===== config.mk =====
export PLATFORM = sky130hd
export DESIGN_NAME = alu_arbiter
export DESIGN_NICKNAME = d
export VERILOG_FILES = /design/src/rtl/alu_arb_pkg.sv /design/src/rtl/alu_arb_fifo.sv /design/src/rtl/alu_arbiter.sv
export SDC_FILE = /design/constraint.sdc
export NUM_CORES = 1
export LEC_CHECK = 0
export BUFFER_PORTS_ARGS = -buffer_cell sky130_fd_sc_hd__buf_2
export CORE_MARGIN = 1.5
export CORE_UTILIZATION = 28
export DETAILED_ROUTE_END_ITERATION = 16
export PLACE_DENSITY = 0.49
export SYNTH_ARGS = -nofsm -noshare
export SYNTH_HDL_FRONTEND = slang
export SYNTH_SLANG_ARGS = --single-unit

===== constraint.sdc =====
create_clock -name clk -period 1.9 [get_ports clk]
set_clock_uncertainty 0.05 [all_clocks]
set_input_delay 0.19 -clock clk [delete_from_list [all_inputs] [get_ports clk]]
set_output_delay 0.19 -clock clk [all_outputs]
set_load 0.1 [all_outputs]

===== src/rtl/alu_arb_pkg.sv =====
// Shared types, widths and helpers for the ALU arbiter slice.
package alu_arb_pkg;

  localparam int ALU_CTRL_W    = 2;
  localparam int STAT_W        = 16;
  localparam int ALU_ARB_DEF_W = 32;

  typedef struct packed {
    logic valid;
    logic id;
  } alu_arb_tag_t;

  typedef struct packed {
    logic                     id;
    logic [ALU_ARB_DEF_W-1:0] r;
    logic                     zero;
    logic                     ovf;
    logic                     branch;
  } alu_arb_rsp_t;

  function automatic logic [STAT_W-1:0] statSatInc(input logic [STAT_W-1:0] v);
    return (v == {STAT_W{1'b1}}) ? v : v + STAT_W'(1);
  endfunction

endpackage


===== src/rtl/alu_arb_fifo.sv =====
// Show-ahead synchronous FIFO with occupancy count; head data reads as zero when empty.
module alu_arb_fifo #(
  parameter int DEPTH = 4,
  parameter int DW    = 8
) (
  input  logic                   clk,
  input  logic                   reset,
  input  logic                   i_push,
  input  logic [DW-1:0]          i_pushData,
  input  logic                   i_pop,
  output logic                   o_valid,
  output logic [DW-1:0]          o_data,
  output logic [$clog2(DEPTH):0] o_count
);

  localparam int PTR_W = (DEPTH > 1) ? $clog2(DEPTH) : 1;
  localparam int CNT_W = $clog2(DEPTH) + 1;

  logic [DW-1:0]    r_mem [DEPTH];
  logic [PTR_W-1:0] r_wrPtr;
  logic [PTR_W-1:0] r_rdPtr;
  logic [CNT_W-1:0] r_count;
  logic             w_doPop;

  assign w_doPop = i_pop && (r_count != '0);

  always_ff @(posedge clk or negedge reset) begin
    if (!reset) begin
      r_wrPtr <= '0;
      r_rdPtr <= '0;
      r_count <= '0;
    end else begin
      if (i_push) r_wrPtr <= r_wrPtr + PTR_W'(1);
      if (w_doPop) r_rdPtr <= r_rdPtr + PTR_W'(1);
      case ({i_push, w_doPop})
        2'b10:   r_count <= r_count + CNT_W'(1);
        2'b01:   r_count <= r_count - CNT_W'(1);
        default: r_count <= r_count;
      endcase
    end
  end

  // Storage needs no reset: the head is masked while the count is zero.
  always_ff @(posedge clk) begin
    if (i_push) r_mem[r_wrPtr] <= i_pushData;
  end

  assign o_valid = (r_count != '0);
  assign o_data  = o_valid ? r_mem[r_rdPtr] : '0;
  assign o_count = r_count;

  assert property (@(posedge clk) disable iff (!reset)
    !(i_push && (r_count == CNT_W'(DEPTH)) && !i_pop));

endmodule


===== src/rtl/alu_arbiter.sv =====
// Round-robin sharing of one ALU between two requesters, with a credit-protected response FIFO.
// Define ALU_ARB_STATS_EN to build the saturating per-requester grant counters.
module alu_arbiter
  import alu_arb_pkg::*;
#(
  parameter int WIDTH      = 32,
  parameter int ALU_LAT    = 1,
  parameter int FIFO_DEPTH = 4
) (
  input  logic                  clk,
  input  logic                  reset,
  input  logic [1:0]            rq_valid,
  output logic [1:0]            rq_ready,
  input  logic [WIDTH-1:0]      rq0_a,
  input  logic [WIDTH-1:0]      rq0_b,
  input  logic [WIDTH-1:0]      rq1_a,
  input  logic [WIDTH-1:0]      rq1_b,
  input  logic [ALU_CTRL_W-1:0] rq0_ctrl,
  input  logic [ALU_CTRL_W-1:0] rq1_ctrl,
  output logic [WIDTH-1:0]      alu_a,
  output logic [WIDTH-1:0]      alu_b,
  output logic [ALU_CTRL_W-1:0] alu_ctrl,
  input  logic [WIDTH-1:0]      alu_r,
  input  logic                  alu_zero,
  input  logic                  alu_ovf,
  input  logic                  alu_branch,
  output logic                  rsp_valid,
  input  logic                  rsp_ready,
  output logic                  rsp_id,
  output logic [WIDTH-1:0]      rsp_r,
  output logic                  rsp_zero,
  output logic                  rsp_ovf,
  output logic                  rsp_branch,
  input  logic                  stat_clr,
  output logic [STAT_W-1:0]     stat_gnt0,
  output logic [STAT_W-1:0]     stat_gnt1
);

  localparam int CNT_W = $clog2(FIFO_DEPTH) + 1;
  localparam int SUM_W = CNT_W + 1;
  localparam int RSP_W = WIDTH + 4;

  logic [1:0]            w_grant;
  logic                  w_accept;
  logic                  w_acceptId;
  logic                  w_canIssue;
  logic                  r_rrPrio;
  logic [WIDTH-1:0]      r_aluA;
  logic [WIDTH-1:0]      r_aluB;
  logic [ALU_CTRL_W-1:0] r_aluCtrl;
  alu_arb_tag_t          r_tag [ALU_LAT];
  logic [CNT_W-1:0]      w_fifoCount;
  logic [SUM_W-1:0]      w_inflight;
  logic [SUM_W-1:0]      w_used;
  logic                  w_push;
  logic                  w_pop;
  logic [RSP_W-1:0]      w_pushData;
  logic [RSP_W-1:0]      w_headData;
  logic                  w_headValid;

  always_comb begin
    w_inflight = '0;
    for (int i = 0; i < ALU_LAT; i++) begin
      w_inflight = w_inflight + SUM_W'(r_tag[i].valid);
    end
  end

  // Every in-flight op already owns a FIFO slot, so overflow is impossible.
  assign w_used     = SUM_W'(w_fifoCount) + w_inflight;
  assign w_canIssue = (w_used < SUM_W'(FIFO_DEPTH));

  always_comb begin
    w_grant = 2'b00;
    if (reset && w_canIssue) begin
      case (rq_valid)
        2'b01:   w_grant = 2'b01;
        2'b10:   w_grant = 2'b10;
        2'b11:   w_grant = r_rrPrio ? 2'b10 : 2'b01;
        default: w_grant = 2'b00;
      endcase
    end
  end

  assign rq_ready   = w_grant;
  assign w_accept   = |(rq_valid & w_grant);
  assign w_acceptId = w_grant[1];

  always_ff @(posedge clk or negedge reset) begin
    if (!reset) begin
      r_aluA    <= '0;
      r_aluB    <= '0;
      r_aluCtrl <= '0;
      r_rrPrio  <= 1'b0;
      for (int i = 0; i < ALU_LAT; i++) r_tag[i] <= '0;
    end else begin
      if (w_accept) begin
        r_aluA    <= w_acceptId ? rq1_a : rq0_a;
        r_aluB    <= w_acceptId ? rq1_b : rq0_b;
        r_aluCtrl <= w_acceptId ? rq1_ctrl : rq0_ctrl;
        r_rrPrio  <= ~w_acceptId;
      end
      r_tag[0] <= '{valid: w_accept, id: w_acceptId};
      for (int i = 1; i < ALU_LAT; i++) r_tag[i] <= r_tag[i-1];
    end
  end

  assign alu_a    = r_aluA;
  assign alu_b    = r_aluB;
  assign alu_ctrl = r_aluCtrl;

  assign w_push     = r_tag[ALU_LAT-1].valid;
  assign w_pushData = {r_tag[ALU_LAT-1].id, alu_r, alu_zero, alu_ovf, alu_branch};
  assign w_pop      = w_headValid & rsp_ready;

  alu_arb_fifo #(
    .DEPTH (FIFO_DEPTH),
    .DW    (RSP_W)
  ) u_rspFifo (
    .clk        (clk),
    .reset      (reset),
    .i_push     (w_push),
    .i_pushData (w_pushData),
    .i_pop      (w_pop),
    .o_valid    (w_headValid),
    .o_data     (w_headData),
    .o_count    (w_fifoCount)
  );

  assign rsp_valid  = w_headValid;
  assign rsp_id     = w_headData[RSP_W-1];
  assign rsp_r      = w_headData[WIDTH+2:3];
  assign rsp_zero   = w_headData[2];
  assign rsp_ovf    = w_headData[1];
  assign rsp_branch = w_headData[0];

`ifdef ALU_ARB_STATS_EN
  logic [STAT_W-1:0] r_statGnt0;
  logic [STAT_W-1:0] r_statGnt1;

  // Clear wins over a same-cycle grant.
  always_ff @(posedge clk or negedge reset) begin
    if (!reset) begin
      r_statGnt0 <= '0;
      r_statGnt1 <= '0;
    end else if (stat_clr) begin
      r_statGnt0 <= '0;
      r_statGnt1 <= '0;
    end else if (w_accept) begin
      if (w_acceptId) r_statGnt1 <= statSatInc(r_statGnt1);
      else            r_statGnt0 <= statSatInc(r_statGnt0);
    end
  end

  assign stat_gnt0 = r_statGnt0;
  assign stat_gnt1 = r_statGnt1;
`else
  logic w_unusedStatClr;
  assign w_unusedStatClr = stat_clr;
  assign stat_gnt0       = '0;
  assign stat_gnt1       = '0;
`endif

endmodule


==> results.cfg <==
[routing]
drc_errors = 0
drt-total-wl_um = 25300
drt.antenna.violating_nets = 0
wl_per_cell_um = 17.2
vias_per_cell = 4.21
vias = 6199
drt_iter0_drc = 192
dr.pass1.iters = 6

[placed_design]
io_buffers = 276
gp_congestion = 0.753
place_area_um2 = 12100
hpwl_um = 15700
dp.cells = 1246

[synthesis]
synth_xor_xnor_area_share_pct = 0.556
ys_ff_latch = 220
ys_types = 28
synth_simple_gate_area_share_pct = 3.16
muxShareOfSynthArea_pct = 24.4
synth_area_leader_cell = edfxtp_1
syn_area_per_cell_um2 = 18.1
synth_top_family_by_area = multiplexers
synth_warnings = 0
synth_compound_area_share_pct = 0.437
synth_top_cell_area_share_pct = 45.7
synthCells = 521
synthTopCellsByArea = edfxtp_1, dfrtp_1, mux2_2
syn_area_um2 = 9450
synthAdderAreaFrac_pct = 0.874
yosysSeqAreaShare_pct = 65.9

[worst_setup_path]
crit_end = rsp_r[16]
crit_fanout = 15
cp_slowest_cell = mux4_2
timing.rr.end = u_rspFifo.o_count[1]
critPathTopFamily = multiplexers
rr_startpoint = u_rspFifo.o_count[1]
cp_data_arrival_time_ns = 2.02
crit_top_cell = buf_12
cp-start-kind = flip-flop
reg2regPathDepth = 6
path_depth = 4
crit_start = u_rspFifo.r_rdPtr[0]
path_cells = buf_12 -> mux4_2 -> and2_4 -> buf_12
cp.required_ns = 1.66
ff2ff_setup_slack_ns = -0.03
max_stage_delay_ns = 0.52
critPathKind = reg2out
crit_path_end_kind = primary output
worst-path-buf-inv = 2

[clocking]
clock-sinks = 220
cts_tree = done
clk_latency_ns = 0.52
clkTransAtPathRegs_ns = 0.06
ctsHtreeMaxLevel = 1
cts_made_buffers = 26
cts_buffer_depth = 3
clock-root-buffer = clkbuf_16

[sta]
layout_worst_path_cycle_share_pct = 119
setup_violations = 40
fin_hold_ws_ns = 0.0106
grt_setup_unrepaired = yes
slew_viol_final = 0
worst_pin_slew_ns = 0.675
relSlewSlack_pct = 55.0
setup_tns_ns = -11.25
finalWorstSetupSlack_ns = -0.363
max_freq_mhz = 442
fin_crit_ns = 2.26
finalHoldViolations = 0

[floorplanning]
core_area_um2 = 33400
rows = 67
dieArea_um2 = 34900
dieHeight_um = 187
die_width_um = 187
ioPinCount = 310
initial_core_util_pct = 28.3

[status]
status = complete, but fails checks
violations = negative setup slack

[finish]
instances_no_fill = 1472
final_nets = 1183
final_cell_area_um2 = 14900
layout-drive-gt1-share_pct = 53.3
synthToLayoutAreaGrowth_pct = 57.2

[global_route]
antenna_found_initial = 1
overflow = 0
grt_pass1_vias = 6950
grt_usage_pct = 14.3
grt_max_degree = 51
grt_pass1_wl_um = 39200

[worst_hold_path]
hold_depth = 3
hold_class = in2reg

[flow_run]
cap_violations = 0
## cells by family (layout without fill, tap and decap cells)
kind of cell / count (synthesis) / count (layout)
other: 1 / 33
muxes: 169 / 169
buffers and inverters: 65 / 536
xor gates and xnor gates: 6 / 6
and+or+nand+nor: 49 / 49
DFF: 220 / 220
AOI/OAI and AO/OA: 5 / 5
adders and majority gates: 6 / 6
## cell usage after synthesis, drive strengths merged
cell      n
edfxtp  144
mux2    132
dfrtp    76
buf      55
and2     41
mux4     36
inv       6
ha        5
clkbuf    4
xor2      4
nand3     2
nor2b     2
xnor2     2
a21boi    1
a31oi     1
a41oi     1
and3      1
conb      1
fa        1
mux2i     1
nand2     1
nor2      1
o211a     1
o21ai     1
or3       1
## worst min path at each step
stage,start,end
6_report,rq1_b[7],alu_b[7]
5_1_grt,rq1_b[6],alu_b[6]
4_1_cts,rq0_b[9],alu_b[9]
3_5_place_dp,reset,alu_b[31]
3_3_place_gp,reset,alu_b[8]
2_1_floorplan,reset,alu_a[0]
## per-stage QoR
stage,utilization [%],setup slack [ns]
global placement,36.4,-0.00458
finish,44.5,-0.363
global route,44.5,-0.435
detailed placement,36.4,-0.0318
floorplan,-,-0.0235
CTS,44.2,-0.407
## state kept, by name, summed over array words and instances, names as in the netlist
register           cells
u_rspFifo.r_mem      144
alu_a                 32
alu_b                 32
u_rspFifo.o_count      3
alu_ctrl               2
u_rspFifo.r_rdPtr      2
u_rspFifo.r_wrPtr      2
r_rrPrio               1
r_tag                  1
w_push                 1
## worst reg2reg max path, stage by stage, from the launching register on
cell and delay (ns):
dfrtp_1 0.39, or3_4 0.45, and2_4 0.20, ha_4 0.16, inv_2 0.05, fa_2 0.42, mux2i_1 0.14
## timing repair
item	CTS	global route
gates cloned	1	2
resized for setup	51	7
endpoints found under the setup margin	41	49
endpoints found under the hold margin	233	0
hold buffers	165	0
pin swaps	42	5
buffers inserted	7	6
## final cells by class
class | instances | area (um^2)
inverter | 6 | 22.5
antenna | 1 | 2.50
fill | 3068 | 18500
clock buffer | 35 | 706
multi-input combinational | 267 | 3070
sequential | 220 | 6230
timing repair buffer | 483 | 4190
tap | 448 | 561
clock inverter | 12 | 83.8
## metal layers
layer	share of wire (%)	vias to the layer above	GRT usage (%)	routed length, um
met5	0	-	0	0
li1	-	2881	-	-
met1	40	3064	16.9	10200
met2	51	222	25.7	12900
met3	6.8	32	3.86	1730
met4	1.6	0	3.50	416
## cells in the final DEF (no fill, tap or decap), types with 3 or more instances in the layout
master / n
clkinv_1: 5
dfrtp_1: 74
ha_1: 4
mux2_1: 28
clkinv_2: 4
buf_16: 3
inv_1: 5
buf_2: 236
conb_1: 32
xor2_1: 4
edfxtp_1: 144
buf_4: 22
clkbuf_16: 29
and2_2: 4
dlygate4sd3_1: 165
buf_12: 50
mux2_2: 104
clkbuf_1: 8
buf_6: 4
mux4_2: 36
and2_4: 37
Power is not shown: default switching activity piles up to over one toggle a cycle in this logic, so the estimate is an artifact.
